`src/rtl/rotor0_reverse_if.sv`:
```
// Handshake bundle for the rotor-0 return path.
//   in_valid/in_ready/data_in/position : letter arriving from the reflector side
//   out_valid/out_ready/data_out/out_err : decoded letter leaving toward the plugboard
// Modports: slave = the rotor stage, master = the upstream/downstream driver.
interface rotor0_reverse_if #(
  parameter int unsigned WIDTH = 5
);
  logic             in_valid;
  logic             in_ready;
  logic [WIDTH-1:0] data_in;
  logic [WIDTH-1:0] position;
  logic             out_valid;
  logic             out_ready;
  logic [WIDTH-1:0] data_out;
  logic             out_err;

  modport slave (
    input  in_valid, data_in, position, out_ready,
    output in_ready, out_valid, data_out, out_err
  );

  modport master (
    output in_valid, data_in, position, out_ready,
    input  in_ready, out_valid, data_out, out_err
  );
endinterface

```
`src/rtl/rotor0_reverse.sv`:
```
// Rotor-0 return-path substitution: inverse wiring lookup then position unshift.
// Two registered stages with valid/ready on both sides; full throughput, 2-deep buffering.
// Ports:
//   clk, rst_n  : clock, async active-low reset
//   bus         : handshake bundle (slave side), see rotor0_reverse_if
//   letter_cnt  : count of completed output transfers (wraps)
module rotor0_reverse #(
  parameter int unsigned LETTERS = 26,
  parameter int unsigned WIDTH   = 5,
  parameter int unsigned CNT_W   = 16
) (
  input  logic             clk,
  input  logic             rst_n,
  rotor0_reverse_if.slave  bus,
  output logic [CNT_W-1:0] letter_cnt
);

  // One extra bit so inv + LETTERS cannot overflow before the modulo.
  localparam int unsigned SUM_W = WIDTH + 1;
  localparam logic [WIDTH-1:0] MAX_CODE = WIDTH'(LETTERS - 1);

  // Inverse rotor-0 wiring; out-of-range codes map to 0 (flagged separately).
  function automatic logic [WIDTH-1:0] inv_lookup(input logic [WIDTH-1:0] c);
    logic [WIDTH-1:0] r;
    case (c)
      5'd0:  r = 5'd20;
      5'd1:  r = 5'd22;
      5'd2:  r = 5'd24;
      5'd3:  r = 5'd6;
      5'd4:  r = 5'd0;
      5'd5:  r = 5'd3;
      5'd6:  r = 5'd5;
      5'd7:  r = 5'd15;
      5'd8:  r = 5'd21;
      5'd9:  r = 5'd25;
      5'd10: r = 5'd1;
      5'd11: r = 5'd4;
      5'd12: r = 5'd2;
      5'd13: r = 5'd10;
      5'd14: r = 5'd12;
      5'd15: r = 5'd19;
      5'd16: r = 5'd7;
      5'd17: r = 5'd23;
      5'd18: r = 5'd18;
      5'd19: r = 5'd11;
      5'd20: r = 5'd17;
      5'd21: r = 5'd8;
      5'd22: r = 5'd13;
      5'd23: r = 5'd16;
      5'd24: r = 5'd14;
      5'd25: r = 5'd9;
      default: r = '0;
    endcase
    return r;
  endfunction

  logic             s1_valid;
  logic [WIDTH-1:0] s1_inv;
  logic [WIDTH-1:0] s1_pos;
  logic             s1_err;

  logic             s2_free;
  logic             s1_adv;
  logic             accept;
  logic             out_xfer;
  logic             in_err;
  logic [SUM_W-1:0] sum_raw;
  logic [SUM_W-1:0] sum_mod;
  logic [WIDTH-1:0] dec_c;

  // Handshake control: stage 2 frees when empty or draining; stage 1 follows it.
  assign s2_free      = !bus.out_valid || bus.out_ready;
  assign s1_adv       = s1_valid && s2_free;
  assign bus.in_ready = !s1_valid || s2_free;
  assign accept       = bus.in_valid && bus.in_ready;
  assign out_xfer     = bus.out_valid && bus.out_ready;
  assign in_err       = (bus.data_in > MAX_CODE) || (bus.position > MAX_CODE);

  // Undo the position shift: (inv + LETTERS - pos) mod LETTERS.
  always_comb begin
    sum_raw = SUM_W'(s1_inv) + SUM_W'(LETTERS) - SUM_W'(s1_pos);
    sum_mod = sum_raw;
    if (sum_raw >= SUM_W'(LETTERS)) begin
      sum_mod = sum_raw - SUM_W'(LETTERS);
    end
    dec_c = WIDTH'(sum_mod);
  end

  // Stage 1: table lookup, letter and position captured together.
  always_ff @(posedge clk or negedge rst_n) begin
    if (!rst_n) begin
      s1_valid <= 1'b0;
      s1_inv   <= '0;
      s1_pos   <= '0;
      s1_err   <= 1'b0;
    end else if (accept) begin
      s1_valid <= 1'b1;
      s1_inv   <= inv_lookup(bus.data_in);
      s1_pos   <= bus.position;
      s1_err   <= in_err;
    end else if (s1_adv) begin
      s1_valid <= 1'b0;
    end
  end

  // Stage 2: output register; holds while stalled.
  always_ff @(posedge clk or negedge rst_n) begin
    if (!rst_n) begin
      bus.out_valid <= 1'b0;
      bus.data_out  <= '0;
      bus.out_err   <= 1'b0;
    end else if (s1_adv) begin
      bus.out_valid <= 1'b1;
      bus.data_out  <= s1_err ? '0 : dec_c;
      bus.out_err   <= s1_err;
    end else if (out_xfer) begin
      bus.out_valid <= 1'b0;
    end
  end

  // Debug count of output transfers, errored ones included.
  always_ff @(posedge clk or negedge rst_n) begin
    if (!rst_n) begin
      letter_cnt <= '0;
    end else if (out_xfer) begin
      letter_cnt <= letter_cnt + CNT_W'(1);
    end
  end

endmodule

```
`src/flat_wrapper.sv`:
```
// flat-port wrapper written by rule: the top's interface ports become plain ports
module rotor0_reverse_flat 
#(
  parameter int unsigned LETTERS = 26,
  parameter int unsigned WIDTH   = 5,
  parameter int unsigned CNT_W   = 16
)
  (clk, rst_n, letter_cnt, bus_in_valid, bus_data_in, bus_position, bus_out_ready, bus_in_ready, bus_out_valid, bus_data_out, bus_out_err);
  rotor0_reverse_if #(.WIDTH(WIDTH)) bus_i ();
  input  logic clk;
  input  logic rst_n;
  output logic [CNT_W-1:0] letter_cnt;
  input wire logic [$bits(bus_i.in_valid)-1:0] bus_in_valid;
  input wire logic [$bits(bus_i.data_in)-1:0] bus_data_in;
  input wire logic [$bits(bus_i.position)-1:0] bus_position;
  input wire logic [$bits(bus_i.out_ready)-1:0] bus_out_ready;
  output wire logic [$bits(bus_i.in_ready)-1:0] bus_in_ready;
  output wire logic [$bits(bus_i.out_valid)-1:0] bus_out_valid;
  output wire logic [$bits(bus_i.data_out)-1:0] bus_data_out;
  output wire logic [$bits(bus_i.out_err)-1:0] bus_out_err;
  assign bus_i.in_valid = bus_in_valid;
  assign bus_i.data_in = bus_data_in;
  assign bus_i.position = bus_position;
  assign bus_i.out_ready = bus_out_ready;
  assign bus_in_ready = bus_i.in_ready;
  assign bus_out_valid = bus_i.out_valid;
  assign bus_data_out = bus_i.data_out;
  assign bus_out_err = bus_i.out_err;
  rotor0_reverse #(.LETTERS(LETTERS), .WIDTH(WIDTH), .CNT_W(CNT_W)) u_core (.clk(clk), .rst_n(rst_n), .bus(bus_i), .letter_cnt(letter_cnt));
endmodule
```
`config.mk`:
```
export PLATFORM = sky130hd
export DESIGN_NAME = rotor0_reverse_flat
export DESIGN_NICKNAME = d
export VERILOG_FILES = /design/src/rtl/rotor0_reverse_if.sv /design/src/rtl/rotor0_reverse.sv /design/src/flat_wrapper.sv
export SDC_FILE = /design/constraint.sdc
export NUM_CORES = 1
export LEC_CHECK = 0
export BUFFER_PORTS_ARGS = -buffer_cell sky130_fd_sc_hd__buf_2
export CAP_MARGIN = 20
export CORE_MARGIN = 2
export CORE_UTILIZATION = 40
export CTS_CLUSTER_SIZE = 14
export DETAILED_ROUTE_END_ITERATION = 16
export PLACE_DENSITY_LB_ADDON = 0.15
export REMOVE_ABC_BUFFERS = 1
export SLEW_MARGIN = 10
export SYNTH_ARGS = -nofsm -noshare
export SYNTH_HDL_FRONTEND = slang
export SYNTH_SLANG_ARGS = --single-unit
```
`constraint.sdc`:
```
create_clock -name clk -period 2.7 [get_ports clk]
set_clock_uncertainty 0.2 [all_clocks]
set_input_delay 0.27 -clock clk [delete_from_list [all_inputs] [get_ports clk]]
set_output_delay 0.27 -clock clk [all_outputs]
set_load 0.005 [all_outputs]
```
==> impl_summary.md <==
Finish
The filler cell count in the final layout is 481. At the end of the flow the core is filled with cells to 49.08%. The post-synthesis to final-layout area growth is 20.54%. After routing the design area is 2475 µm².

The share of final-layout standard cells stronger than drive strength 1 is 22.62%. In the final design database the tool counted 282 nets. Leaving out fill and tap cells, the most frequent cells in the layout are buf_2, dfrtp_1, nand2_1. The antenna diode count is 0. The library cell used most frequently in the layout, excluding fill and tap cells, is buf_2.

CTS
The count of clock tree sinks is 35. The clock passes through at most 2 buffers. The later pin in the worst-skew pair is clocked with a latency of 0.28 ns. In this run the clock root is driven by a clkbuf_8.

TritonCTS built the clock tree. The count of H-tree levels built during CTS is 2. The clock-pin slew reported for the worst setup and hold paths after clock tree synthesis is 0.07 ns. The number of clock buffers inserted by TritonCTS is 5.

Timing
The final-report hold violation count is 0. The number of failing setup endpoints in the final timing report is 0. Setup repair after global routing left no endpoint under its margin. The clock period could shrink to 2.533 ns.

The final number of max-transition violations is 0. For this run, the top clock speed supported by timing is 0.3948 GHz. The final critical-path share of the clock period is 93.81%. At the pin with the least slew margin, the transition time is 0.7736 ns. For the final routed database, the setup TNS stands at 0 ns. Measured against its own limit, the worst slew margin works out to 48.42%.

Floorplanning
The vertical extent of the die is 75.65 µm. The initial cell density of the core is 40.72%. The number of top-level pins is 38. Measured along the x axis, the die boundary spans 75.65 µm. The die covers 5722 µm². The floorplan core area is 5042 µm². The floorplan has 26 rows.

Yosys
The adder-cell area share of the yosys netlist is 10.73%. The number of cells produced by synthesis is 208. The multiplexer share of the synthesized area is 4.875%. Of the synthesized area, sequential elements account for 42.66%.

After Yosys synthesis, XOR and XNOR cells account for 8.470% of the synthesized area. The number of register bits inferred by synthesis is 35. Yosys mapped a number of flops with a built-in enable equal to 0. For this run, asynchronously set or reset flops after synthesis account for 100.0%.

The total of warnings raised by yosys is 0. The summed instance area of the synthesized netlist is 2053 µm². Each instance of the synthesized netlist takes up on average 9.871 µm². The count of different cell masters after synthesis is 42. The synthesized netlist devotes 13.28% of its cell area to compound gates. The most instantiated flip-flop cell in the synthesis netlist is dfrtp_1. The synthesized netlist devotes 15.30% of its cell area to simple gates. The largest family of logic cells by synthesized area is simple AND/OR/NAND/NOR gates.

Global route
Global routing used 13.22% of the available tracks across all layers. Entering global routing, the biggest net connects 36 pins. The first global-routing pass estimated 5.747 mm of wire. The number of global-route vias before repair is 1311. The aggregate global routing overflow is 0. The number of antenna violations at the first check in global routing was 0.

Hold path
The terminating pin of the worst hold path is u_core.s1_pos[0]. The min-delay analysis places its worst path in the category input port to flip-flop. Along the worst hold path, the cell count comes to 2.

The startpoint identified for the worst hold timing path is bus_position[0].

Outcome
The flow ran to the end, and the final reports show no timing, DRC or antenna violations.

Critical path
The depth of the worst register-to-register path is 9. For the worst setup path, the data required time is 2.66 ns. STA classifies the critical path endpoint as a flip-flop.

Of all nets on the critical path, the largest fanout is 3. The setup slack on the worst flop-to-flop path is 0.17 ns. The critical path class is flip-flop to flip-flop. Data on the critical path arrives at its endpoint at 2.49 ns.

The startpoint of the worst-slack reg-to-reg timing path is u_core.s1_pos[1]. The endpoint identified for the worst register-to-register timing path is u_core.bus.data_out[3]. The startpoint type of the worst setup path is a flip-flop.

Routing
The detail-routed via count per cell is 4.845. The antenna violation net count after detailed routing is 0. The routed design has 3.614 mm of wire. The routed layout has 1560 vias.

The number of design rule violations left after detail routing is 0. The first detailed-routing pass ran for 4 iterations. The violation count after the first detailed-route iteration is 81.

Dividing the detail-routed wire length by the instance count gives 11.22 µm.

Power and ir drop
The maximum vdd drop is 0.3131 mV. The total power divided by cell area is 796.6 nW/µm². For this design the static power due to leakage is 1.220 nW.

Place
The routability-driven placement congestion ratio is 0.7561. Once detailed placement completed, the half-perimeter wirelength came to 2.662 mm. The cell area reported after detailed placement is 2312 µm². The number of port buffers is 37.

Flow run
The max-cap violation count is 0.
==> Yosys cell counts, types with 2 or more instances <==
library cell  count  area (µm²)
dfrtp_1          35       875.8
nand2_1          21       78.83
inv_1            20       75.07
ha_1             16       200.2
nor2_1           15       56.30
xnor2_1          14       122.6
a21oi_1           9       45.04
o21ai_0           9       45.04
nand3_1           8       40.04
mux2_2            6       67.56
a211oi_1          5       37.54
and3_1            4       25.02
nand2b_1          4       25.02
nand4_1           4       25.02
xor2_1            4       35.03
clkbuf_1          3       11.26
a31oi_1           2       12.51
and2_1            2       12.51
buf_2             2       10.01
o221ai_1          2       17.52
o31ai_1           2       15.01
==> metal layers <==
metal | GRT usage [%] | vias up | share of wire (%)
met5 | 0 | - | 0
met4 | 6.433 | 0 | 1.8
met3 | 2.381 | 5 | 3.3
met2 | 20.10 | 33 | 45
met1 | 18.17 | 722 | 50
li1 | - | 800 | -
==> kinds of logic (layout without fill, tap and decap cells) <==
logic type | after synthesis | count (layout)
xor+xnor | 19 | 19
mux | 8 | 8
buf+inv | 25 | 69
fa+ha+maj | 17 | 17
simple gates | 65 | 65
compound gates | 39 | 39
flops | 35 | 35
==> timing repair <==
action | in CTS | in global routing
endpoints found under the setup margin | 0 | 3
hold endpoints to repair | 36 | 0
hold buffers | 2 | 0
gates resized for setup | 0 | 1
setup buffers | 0 | 1
==> critical path: stages (launching register included) <==
cell and delay (ns):
dfrtp_1 0.38, ha_1 0.27, inv_1 0.04, ha_1 0.21, fa_2 0.37, xor2_2 0.19
o21ai_2 0.11, o32ai_4 0.22, nand2b_1 0.08, a311o_1 0.34
==> final cells by class <==
| type | instances | area, µm² | share of cell area, % |
|---|---|---|---|
| clock buffer | 6 | 72.57 | 2.932 |
| clock inverter | 2 | 60.06 | 2.427 |
| inverter | 20 | 75.07 | 3.033 |
| multi-input combinational | 148 | 1084 | 43.78 |
| sequential | 35 | 875.8 | 35.39 |
| tap | 70 | 87.58 | 3.539 |
| timing repair buffer | 41 | 220.2 | 8.898 |
==> state kept, by name, indices dropped and copies added (netlist names) <==
register,count
u_core.s1_valid,1
u_core.s1_inv,5
u_core.bus.data_out,5
u_core.letter_cnt,16
u_core.bus.out_valid,1
u_core.bus.out_err,1
u_core.s1_pos,5
u_core.s1_err,1
==> per-stage QoR <==
step | hold WS, ns | setup slack, ns | cells | total power, mW
2_1_floorplan | -0.2256 | 0.09227 | 203 | 1.198
3_3_place_gp | 0.2029 | 0.05500 | 311 | 1.407
3_5_place_dp | 0.1978 | 0.03264 | 311 | 1.415
4_1_cts | 0.001439 | 0.01811 | 321 | 1.979
5_1_grt | 0.02497 | 0.03845 | 322 | 2.130
6_report | 0.01270 | 0.1672 | 322 | 1.972
==> report_power, final <==
group	switching [mW]	internal (mW)
combinational	0.351	0.355
clock	0.181	0.369
sequential	0.0825	0.632
total	0.615	1.36
==> worst max path at each step <==
stage                     start  slack (ns)  depth (start not counted)                     end
2_1_floorplan  u_core.s1_pos[1]        0.09                          9  u_core.bus.data_out[3]
3_3_place_gp   u_core.s1_pos[1]        0.06                          9  u_core.bus.data_out[3]
3_5_place_dp   u_core.s1_pos[1]        0.03                          9  u_core.bus.data_out[3]
4_1_cts        u_core.s1_pos[1]        0.02                          9  u_core.bus.data_out[3]
5_1_grt        u_core.s1_pos[1]        0.04                          9  u_core.bus.data_out[3]
6_report       u_core.s1_pos[1]        0.17                          9  u_core.bus.data_out[3]
Power figures use the tool's default switching activity.
